**src/rtl/keccak_drv_pkg.sv**
```systemverilog
// Shared constants and FSM encoding for the Keccak-200 port-serial driver.
// The optional RUN timeout is enabled by defining KECCAK_DRV_TIMEOUT_EN.
package keccak_drv_pkg;

  localparam int DRV_STATE_W = 200;
  localparam int DRV_BYTE_W  = 8;
  localparam int DRV_NBYTES  = DRV_STATE_W / DRV_BYTE_W;
  localparam int DRV_TMO_CYC = 255;

  typedef enum logic [2:0] {
    ST_IDLE   = 3'd0,
    ST_LOAD   = 3'd1,
    ST_RUN    = 3'd2,
    ST_UNLOAD = 3'd3,
    ST_DONE   = 3'd4
  } drv_state_e;

  function automatic logic is_busy_state(input drv_state_e s);
    return (s == ST_LOAD) || (s == ST_RUN) || (s == ST_UNLOAD);
  endfunction

  // The core only permutes while its reset is low, i.e. during RUN and UNLOAD.
  function automatic logic core_hold_state(input drv_state_e s);
    return !((s == ST_RUN) || (s == ST_UNLOAD));
  endfunction

endpackage

```
**src/rtl/keccak_byte_shifter.sv**
```systemverilog
// State register with parallel load, byte-indexed read and byte-indexed write.
// data_nxt exposes the value the register takes at the next edge.
module keccak_byte_shifter
  import keccak_drv_pkg::*;
#(
  parameter int STATE_W = DRV_STATE_W,
  parameter int BYTE_W  = DRV_BYTE_W,
  parameter int NBYTES  = STATE_W / BYTE_W,
  parameter int IDX_W   = $clog2(NBYTES)
) (
  input  logic               clk,
  input  logic               rst,
  input  logic               load_en,
  input  logic [STATE_W-1:0] load_data,
  input  logic               wr_en,
  input  logic [IDX_W-1:0]   wr_idx,
  input  logic [BYTE_W-1:0]  wr_byte,
  input  logic [IDX_W-1:0]   rd_idx,
  output logic [BYTE_W-1:0]  rd_byte,
  output logic [STATE_W-1:0] data_nxt
);

  logic [STATE_W-1:0] data_q;
  logic [STATE_W-1:0] data_d;

  // Next-state: parallel load wins over a single-byte write.
  always_comb begin
    data_d = data_q;
    for (int i = 0; i < NBYTES; i++) begin
      data_d[i*BYTE_W +: BYTE_W] = load_en ? load_data[i*BYTE_W +: BYTE_W] :
                                   (wr_en && (wr_idx == IDX_W'(i))) ? wr_byte :
                                   data_q[i*BYTE_W +: BYTE_W];
    end
  end

  // Byte read mux built as an AND-OR tree over all byte lanes.
  always_comb begin
    rd_byte = {BYTE_W{1'b0}};
    for (int i = 0; i < NBYTES; i++) begin
      rd_byte = rd_byte | (data_q[i*BYTE_W +: BYTE_W] & {BYTE_W{rd_idx == IDX_W'(i)}});
    end
  end

  // State register.
  always_ff @(posedge clk) begin
    if (rst) begin
      data_q <= {STATE_W{1'b0}};
    end else begin
      data_q <= data_d;
    end
  end

  assign data_nxt = data_d;

endmodule

```
**src/rtl/keccak_port_serial_driver.sv**
```systemverilog
// Host-side initiator for the byte-serial Keccak-200 core: LOAD, RUN, UNLOAD, DONE.
// Define KECCAK_DRV_TIMEOUT_EN to bound the RUN wait and raise a sticky TimeoutErr.
module keccak_port_serial_driver
  import keccak_drv_pkg::*;
#(
  parameter int STATE_W = DRV_STATE_W,
  parameter int BYTE_W  = DRV_BYTE_W,
  parameter int NBYTES  = STATE_W / BYTE_W
`ifdef KECCAK_DRV_TIMEOUT_EN
  , parameter int TMO_CYC = DRV_TMO_CYC
`endif
) (
  input  logic               Clock,
  input  logic               Reset,
  input  logic               InValid,
  output logic               InReady,
  input  logic [STATE_W-1:0] InState,
  output logic               OutValid,
  input  logic               OutReady,
  output logic [STATE_W-1:0] OutState,
  output logic               Busy,
  output logic               CoreReset,
  output logic [BYTE_W-1:0]  CoreIn,
  input  logic               CoreReady,
  input  logic [BYTE_W-1:0]  CoreOut,
  output logic               TimeoutErr
);

  localparam int IDX_W = $clog2(NBYTES);
  localparam logic [IDX_W-1:0] LAST_IDX = IDX_W'(NBYTES - 1);

  drv_state_e         state_q, state_d;
  logic [IDX_W-1:0]   cnt_q, cnt_d;
  logic               in_ready_q, in_ready_d;
  logic               out_valid_q, out_valid_d;
  logic               busy_q, busy_d;
  logic               core_reset_q, core_reset_d;
  logic [BYTE_W-1:0]  core_in_q, core_in_d;
  logic [STATE_W-1:0] out_state_q, out_state_d;

  logic               sh_load;
  logic               sh_wr;
  logic [IDX_W-1:0]   sh_wr_idx;
  logic [BYTE_W-1:0]  sh_rd_byte;
  logic [STATE_W-1:0] sh_nxt;
  logic               tmo_hit;

  keccak_byte_shifter #(
    .STATE_W (STATE_W),
    .BYTE_W  (BYTE_W),
    .NBYTES  (NBYTES),
    .IDX_W   (IDX_W)
  ) u_shifter (
    .clk       (Clock),
    .rst       (Reset),
    .load_en   (sh_load),
    .load_data (InState),
    .wr_en     (sh_wr),
    .wr_idx    (sh_wr_idx),
    .wr_byte   (CoreOut),
    .rd_idx    (cnt_d),
    .rd_byte   (sh_rd_byte),
    .data_nxt  (sh_nxt)
  );

  // Next-state logic, byte counter and shifter control.
  always_comb begin
    state_d     = state_q;
    cnt_d       = cnt_q;
    sh_load     = 1'b0;
    sh_wr       = 1'b0;
    sh_wr_idx   = cnt_q;
    out_state_d = out_state_q;
    case (state_q)
      ST_IDLE: begin
        if (InValid && in_ready_q) begin
          sh_load = 1'b1;
          state_d = ST_LOAD;
          cnt_d   = {IDX_W{1'b0}};
        end else begin
          state_d = ST_IDLE;
        end
      end
      ST_LOAD: begin
        if (cnt_q == LAST_IDX) begin
          state_d = ST_RUN;
          cnt_d   = {IDX_W{1'b0}};
        end else begin
          cnt_d = cnt_q + 1'b1;
        end
      end
      ST_RUN: begin
        // The byte presented alongside the first Ready is already byte 0.
        if (CoreReady) begin
          sh_wr     = 1'b1;
          sh_wr_idx = {IDX_W{1'b0}};
          state_d   = ST_UNLOAD;
          cnt_d     = IDX_W'(1);
        end else if (tmo_hit) begin
          state_d = ST_IDLE;
          cnt_d   = {IDX_W{1'b0}};
        end else begin
          state_d = ST_RUN;
        end
      end
      ST_UNLOAD: begin
        sh_wr = 1'b1;
        if (cnt_q == LAST_IDX) begin
          state_d     = ST_DONE;
          cnt_d       = {IDX_W{1'b0}};
          out_state_d = sh_nxt;
        end else begin
          cnt_d = cnt_q + 1'b1;
        end
      end
      ST_DONE: begin
        if (OutReady) begin
          state_d = ST_IDLE;
        end else begin
          state_d = ST_DONE;
        end
      end
      default: begin
        state_d = ST_IDLE;
        cnt_d   = {IDX_W{1'b0}};
      end
    endcase
  end

  // Registered outputs are decoded from the next state so they line up with it.
  always_comb begin
    in_ready_d   = (state_d == ST_IDLE);
    out_valid_d  = (state_d == ST_DONE);
    busy_d       = is_busy_state(state_d);
    core_reset_d = core_hold_state(state_d);
    if (sh_load) begin
      core_in_d = InState[BYTE_W-1:0];
    end else if (state_d == ST_LOAD) begin
      core_in_d = sh_rd_byte;
    end else begin
      core_in_d = {BYTE_W{1'b0}};
    end
  end

  // FSM and output registers.
  always_ff @(posedge Clock) begin
    if (Reset) begin
      state_q      <= ST_IDLE;
      cnt_q        <= {IDX_W{1'b0}};
      in_ready_q   <= 1'b0;
      out_valid_q  <= 1'b0;
      busy_q       <= 1'b0;
      core_reset_q <= 1'b1;
      core_in_q    <= {BYTE_W{1'b0}};
      out_state_q  <= {STATE_W{1'b0}};
    end else begin
      state_q      <= state_d;
      cnt_q        <= cnt_d;
      in_ready_q   <= in_ready_d;
      out_valid_q  <= out_valid_d;
      busy_q       <= busy_d;
      core_reset_q <= core_reset_d;
      core_in_q    <= core_in_d;
      out_state_q  <= out_state_d;
    end
  end

`ifdef KECCAK_DRV_TIMEOUT_EN
  localparam int TMO_W = $clog2(TMO_CYC + 1);

  logic [TMO_W-1:0] tmo_cnt_q, tmo_cnt_d;
  logic             tmo_err_q, tmo_err_d;

  // RUN cycle counter; cleared whenever the FSM is not waiting on the core.
  always_comb begin
    if ((state_q == ST_RUN) && !CoreReady) begin
      tmo_hit   = (tmo_cnt_q == TMO_W'(TMO_CYC - 1));
      tmo_cnt_d = tmo_cnt_q + 1'b1;
    end else begin
      tmo_hit   = 1'b0;
      tmo_cnt_d = {TMO_W{1'b0}};
    end
    tmo_err_d = tmo_err_q | tmo_hit;
  end

  // Timeout counter and sticky error flag.
  always_ff @(posedge Clock) begin
    if (Reset) begin
      tmo_cnt_q <= {TMO_W{1'b0}};
      tmo_err_q <= 1'b0;
    end else begin
      tmo_cnt_q <= tmo_cnt_d;
      tmo_err_q <= tmo_err_d;
    end
  end

  assign TimeoutErr = tmo_err_q;
`else
  assign tmo_hit    = 1'b0;
  assign TimeoutErr = 1'b0;
`endif

  assign InReady   = in_ready_q;
  assign OutValid  = out_valid_q;
  assign OutState  = out_state_q;
  assign Busy      = busy_q;
  assign CoreReset = core_reset_q;
  assign CoreIn    = core_in_q;

endmodule

```
**config.mk**
```make
export PLATFORM = sky130hd
export DESIGN_NAME = keccak_port_serial_driver
export DESIGN_NICKNAME = d
export VERILOG_FILES = /design/src/rtl/keccak_drv_pkg.sv /design/src/rtl/keccak_byte_shifter.sv /design/src/rtl/keccak_port_serial_driver.sv
export SDC_FILE = /design/constraint.sdc
export NUM_CORES = 1
export LEC_CHECK = 0
export ABC_AREA = 1
export CAP_MARGIN = 15
export CORE_MARGIN = 2
export CORE_UTILIZATION = 52
export CTS_CLUSTER_SIZE = 16
export DETAILED_ROUTE_END_ITERATION = 10
export PLACE_DENSITY = 0.84
export SYNTH_ARGS = -nofsm -noshare
export SYNTH_HDL_FRONTEND = slang
export SYNTH_SLANG_ARGS = --single-unit
```
**constraint.sdc**
```tcl
create_clock -name Clock -period 2.8 [get_ports Clock]
set_input_delay 0.42 -clock Clock [delete_from_list [all_inputs] [get_ports Clock]]
set_output_delay 0.42 -clock Clock [all_outputs]
set_load 0.05 [all_outputs]
```
Word level (Yosys, flattened, before mapping)
Index checks and enable logic that the tools add are counted.

Output and inout port bits: 213. Register bits after elaboration: 420. Bits of input ports: 213.

Mux-type cells: 68. Equal/unequal tests: 57. Bitwise gates (word level): 49. $add $sub $neg: 1. Reductions and logical operators: 36.

Operator list (number): 8-bit 2-to-1 mux (52); 8-bit bitwise AND (25); 8-bit bitwise OR (24); 5-bit equality test, second input constant (19); 5-bit by 4-bit equality test with 1-bit output, second input constant (16); 5-bit by 3-bit equality test with 1-bit output, second input constant (8); 1-bit logical AND (26); 5-bit 2-to-1 mux (5); 5-bit by 2-bit equality test with 1-bit output, second input constant (4); 5-bit one-hot mux with 4 select lines (1); 3-bit one-hot mux with 5 select lines (1); 3-bit by 2-bit equality test with 1-bit output, second input constant (4); 5-bit by 1-bit equality test with 1-bit output, second input constant (2); 5-bit logical NOT (2); 3-bit 2-to-1 mux (3); 3-bit by 1-bit equality test with 1-bit output, second input constant (2); 3-bit equality test, second input constant (2); 3-bit logical NOT (2); 5-bit by 1-bit adder with 5-bit output, second input constant (1); 1-bit 2-to-1 mux (5); 1-bit logical OR (3); 1-bit one-hot mux with 2 select lines (1); 2-bit AND reduction (1); 2-bit OR reduction (1); 1-bit logical NOT (1).

Logic depth before layout (Yosys ltp)
Depth in word-level cells: 31. Depth in mapped cells: 20.

By module
Synthesis repeated with hierarchy kept, for this count alone.

Cells, all modules: 3028. Area, all modules: 19777.7 µm².

By module, submodules not included: keccak_byte_shifter (sequential area each 4003.8 µm², area each 11822.6 µm², instances 1, cells an instance 2022); keccak_port_serial_driver (sequential area each 4404.2 µm², area each 7955.1 µm², instances 1, cells an instance 1006).

Worst setup path before layout
OpenSTA, ideal clock, no wires.

Path type: register to register. Start: register cnt_q[1]. End: register core_in_q[0] (netlist: CoreIn[0]). Data arrival time: 2.099 ns. Slack: 0.630 ns. Clock period less this slack: 2.170 ns. Setup time: 0.070 ns. Stages on the path, launching flop included: 20. Cells stage by stage: dfxtp_1 > buf_2 > inv_1 > ha_1 > nand2_1 > inv_1 > nand2_1 > nand2_1 > nand3_1 > nand2_2 > nor2_4 > buf_1 > nand4_1 > nand2_1 > nor2_1 > nand2_1 > nor2_1 > nand2_1 > nand2_1 > a21oi_1.

Cells in the longest elaborated chain, start to end: 31.

RTL lines: from (decl) (line keccak_port_serial_driver.sv:33) `logic [IDX_W-1:0] cnt_q, cnt_d;`; from (signal assigned) (line keccak_port_serial_driver.sv:149) `cnt_q <= {IDX_W{1'b0}};`; from (signal assigned) (line keccak_port_serial_driver.sv:158) `cnt_q <= cnt_d;`; 5-bit by 1-bit adder with 5-bit output or 5-bit equality test (tied branches); 5-bit 2-to-1 mux (line keccak_port_serial_driver.sv:85, keccak_port_serial_driver.sv:108); 5-bit one-hot mux with 4 select lines (line keccak_port_serial_driver.sv:74) `case (state_q)`; 5-bit by 1-bit equality test with 1-bit output or 5-bit logical NOT (tied branches) (line keccak_byte_shifter.sv:40) `rd_byte = rd_byte | (data_q[i*BYTE_W +: BYTE_W] & {BYTE_W{rd_idx == IDX_W'(i)}});`; 8-bit bitwise AND (line keccak_byte_shifter.sv:40); 8-bit bitwise OR (24 in series) (line keccak_byte_shifter.sv:40); 8-bit 2-to-1 mux (*) (line keccak_port_serial_driver.sv:138) `end else if (state_d == ST_LOAD) begin`; 8-bit 2-to-1 mux (*) (line keccak_port_serial_driver.sv:136) `if (sh_load) begin`; to (signal assigned) (line keccak_port_serial_driver.sv:154) `core_in_q <= {BYTE_W{1'b0}};`; to (signal assigned) (line keccak_port_serial_driver.sv:163) `core_in_q <= core_in_d;`; to (decl) (line keccak_port_serial_driver.sv:38) `logic [BYTE_W-1:0] core_in_q, core_in_d;`.

Mark *: on every way between the ends. The rest lies on a longest branch, timed or not. A chain may end at the register's enable or synchronous reset.

Worst setup path in the final report
Start: input port CoreReady. End: register out_state_q[113] (netlist: OutState[113]).

Cells in the longest elaborated chain, start to end: 6.

RTL lines: from (decl) (line keccak_port_serial_driver.sv:24) `input logic CoreReady,`; 5-bit 2-to-1 mux (line keccak_port_serial_driver.sv:94) `if (CoreReady) begin`; 5-bit 2-to-1 mux (line keccak_port_serial_driver.sv:74); 5-bit by 4-bit equality test with 1-bit output (line keccak_byte_shifter.sv:31) `(wr_en && (wr_idx == IDX_W'(i))) ? wr_byte :`; 1-bit logical AND (*) (line keccak_byte_shifter.sv:31); 8-bit 2-to-1 mux (*) (line keccak_byte_shifter.sv:31); 8-bit 2-to-1 mux (*) (line keccak_byte_shifter.sv:30) `data_d[i*BYTE_W +: BYTE_W] = load_en ? load_data[i*BYTE_W +: BYTE_W] :`; to (signal assigned) (line keccak_port_serial_driver.sv:155) `out_state_q <= {STATE_W{1'b0}};`; to (signal assigned) (line keccak_port_serial_driver.sv:164) `out_state_q <= out_state_d;`; to (decl) (line keccak_port_serial_driver.sv:39) `logic [STATE_W-1:0] out_state_q, out_state_d;`.

Marks and branches as above.

==> impl_metrics.ini <==
[placed_design]
place_area_mm2 = 0.0265
hpwl_um = 65800
gp_routability_congestion = 1.14
io_buffers = 424

[grt]
grt_overflow = 0
grt_pass1_vias = 23044
grt_pass1_wl_um = 135000
grt_use_total_pct = 44.9
grt_max_degree = 218
antenna_found_initial = 1

[worst_setup_path]
cp.required_ps = 3320
path_buf_inv = 8
r2r_slack_ps = 110
crit_slowest_cell = clkdlybuf4s50_1
reg2reg_depth = 19
worst-setup-path-type = input pin to flop
worstPathArrival_ps = 3210
cp_cell_sequence = clkdlybuf4s50_1 > buf_4 > nand3_4 > buf_4 > nand2_1 > nor2_1 > inv_1 > buf_4 > nor2_1 > nand2_1 > buf_4 > o21ai_0 > a21oi_1 > nor2_1 > inv_1 > nand2_1 > o211ai_1 > inv_1
critPathMaxFanout = 16
critPathLaunchType = input pin
cp-end-kind = flop
regToRegStartpoint = cnt_q[1]
cpMostUsedCell = buf_4
reg2reg_to = CoreIn[3]
critPathMaxStageDelay_ps = 460
critical_path.top_delay_family = buffers and inverters

[clock_network]
htree_levels = 2
post_cts_resized = 0
insertion_delay_ps = 580
cts_tree = built
root_buffer = clkbuf_16
clock_path_buffers = 3
numClockSinks = 420
cts_hold_buf = 0
cts_buffers = 43
post-cts-setup-buffers = 0
clk_pin_slew_ps = 60

[sta]
slew_headroom_pct = 22.4
skew_ps = 29.5
fin_tns_setup_ps = 0
fmax_ghz = 0.372
slew_viol_final = 0
final_hold_viol_count = 0
min_period_ps = 2690
tightest_slew_ps = 1160
period_share_pct = 96.1
rsz0062_at_grt = no
setup_viol = 0

[power]
p_leak_nw = 13.0
p_per_area_mw_per_mm2 = 525
ir_drop_mv = 0.573
power.total_mw = 14.7

[hold_path]
min_from = Reset
hold-path-endpoint = CoreReset
min-delay-path-class = input pin to flop
whs_path_depth = 3

[logic_synthesis]
ys_types = 32
syn-cell-area_mm2 = 0.0199
synth_nets = 3150
synth_cells = 2935
netlist_top_cells_area = dfxtp_1 (42%), nand2_1 (11%), o211ai_1 (10%)
ys_warn_count = 0
synth-edff-count = 0
synth-seq-cells = 420
async_reset_ff_share_pct = 0
avgSynthCellArea_um2 = 6.79
synth_top_area_share_pct = 42.2
post-synth-top-count-cell = nand2_1
yosys-top-cells-count = nand2_1 (588), nor2_1 (496), dfxtp_1 (420), inv_1 (385), o211ai_1 (275)
synth_area_leader_cell = dfxtp_1
ys.flop_type = dfxtp_1
yosysSeqAreaShare_pct = 42.2

[final_layout]
diodes = 0
fin_nets = 3702
drive_gt1_share_pct = 12.2
final.fill_count = 2780
fin_area_mm2 = 0.0280
syn_to_final_growth_pct = 40.5

[floorplan]
core_area_mm2 = 0.0377
die_h_um = 200
placementRows = 71
die_w_um = 200
die_area_mm2 = 0.0399
io_pins = 426
start_util_pct = 52.9

[route]
drt_wl_total_um = 91700
via_count = 23669
routed_via_density = 5.87
wl_per_cell_um = 22.7
drc = 0
firstDrtPassIters = 8
ant_nets = 0
drt_iter0_drc = 2775

[run]
maxCapViolations = 0

[status]
outcome = completed
-- through the flow --
stage	worst slack, ps	utilization (%)	instances	hold slack [ps]
after global placement	-225	70.4	3953	477
after global routing	3.64	74.4	4033	392
after CTS	20.2	74.3	4033	358
after floorplan	630	-	2935	530
after detailed placement	-235	70.4	3953	478
final	111	74.4	4033	372
-- kinds of logic (layout without fill, tap and decap cells) --
| group | count (synthesis) | after routing | synth area share (%) |
|---|---|---|---|
| AND/OR/NAND/NOR | 1307 | 1307 | 27.2 |
| buffers and inverters | 611 | 1198 | 12.0 |
| AO/OA/AOI/OAI | 593 | 593 | 18.5 |
| flip-flops | 420 | 420 | 42.2 |
| adder cells (fa/ha/maj) | 2 | 2 | 0.126 |
| other | 1 | 1 | 0.0188 |
| XOR/XNOR | 1 | 1 | 0.0439 |
-- worst min-delay path: stages --
cell	delay, ps
buf_6	100
inv_6	200
nand2_1	170
-- cells in the final DEF, fill, tap and decap left out, drive strengths merged --
cell type      count
nor3               8
bufinv             3
clkbuf            59
nor4               1
o21ai            129
nor2             523
nand4             71
buf              286
nand3            106
conb               1
clkinv            16
a21oi            173
ha                 2
inv              405
clkinvlp           6
nand2            598
xor2               1
a31oi             16
o211ai           275
dfxtp            420
clkdlybuf4s50    423
-- sequential cells by signal (all words and copies together) (netlist names) --
| signal | count |
|---|---|
| cnt_q | 5 |
| CoreReset | 1 |
| InReady | 1 |
| CoreIn | 8 |
| OutValid | 1 |
| state_q | 3 |
| Busy | 1 |
| u_shifter.data_q | 200 |
| OutState | 200 |
-- layer usage --
metal  vias up  global-route usage (%)  share of wire, %  routed length (um)
met4         2                    23.3               5.7                5270
met3       387                    10.1                12               11000
met2      1695                    72.2                45               41100
met1     11010                    56.6                37               34300
li1      10575                       -                 -                   -
met5         -                       0             0.014                  13
-- power by group --
| group | leakage, nW | switching [mW] | internal, mW | total (mW) |
|---|---|---|---|---|
| clock network | 0.720 | 2.60 | 3.47 | 6.07 |
| registers | 3.41 | 0.308 | 6.21 | 6.51 |
| logic | 8.83 | 1.22 | 0.920 | 2.14 |
-- area by class of cell --
| class | instances | area, um2 | share of cell area, % |
|---|---|---|---|
| inverter | 409 | 1550 | 5.53 |
| sequential | 420 | 8410 | 30.0 |
| timing repair buffer | 709 | 6760 | 24.1 |
| clock inverter | 21 | 214 | 0.764 |
| tap | 511 | 639 | 2.28 |
| multi-input combinational | 1904 | 9170 | 32.7 |
| clock buffer | 59 | 1270 | 4.52 |
-- worst max-delay path by stage --
stage	startpoint	endpoint	cells after the start
3_3_place_gp	CoreReady	OutState[51]	17
6_report	CoreReady	OutState[113]	18
3_5_place_dp	CoreReady	OutState[81]	18
4_1_cts	state_q[2]	OutState[113]	17
2_1_floorplan	cnt_q[1]	CoreIn[0]	19
5_1_grt	state_q[2]	OutState[81]	17
No activity file was read; power rests on OpenSTA's default activity.
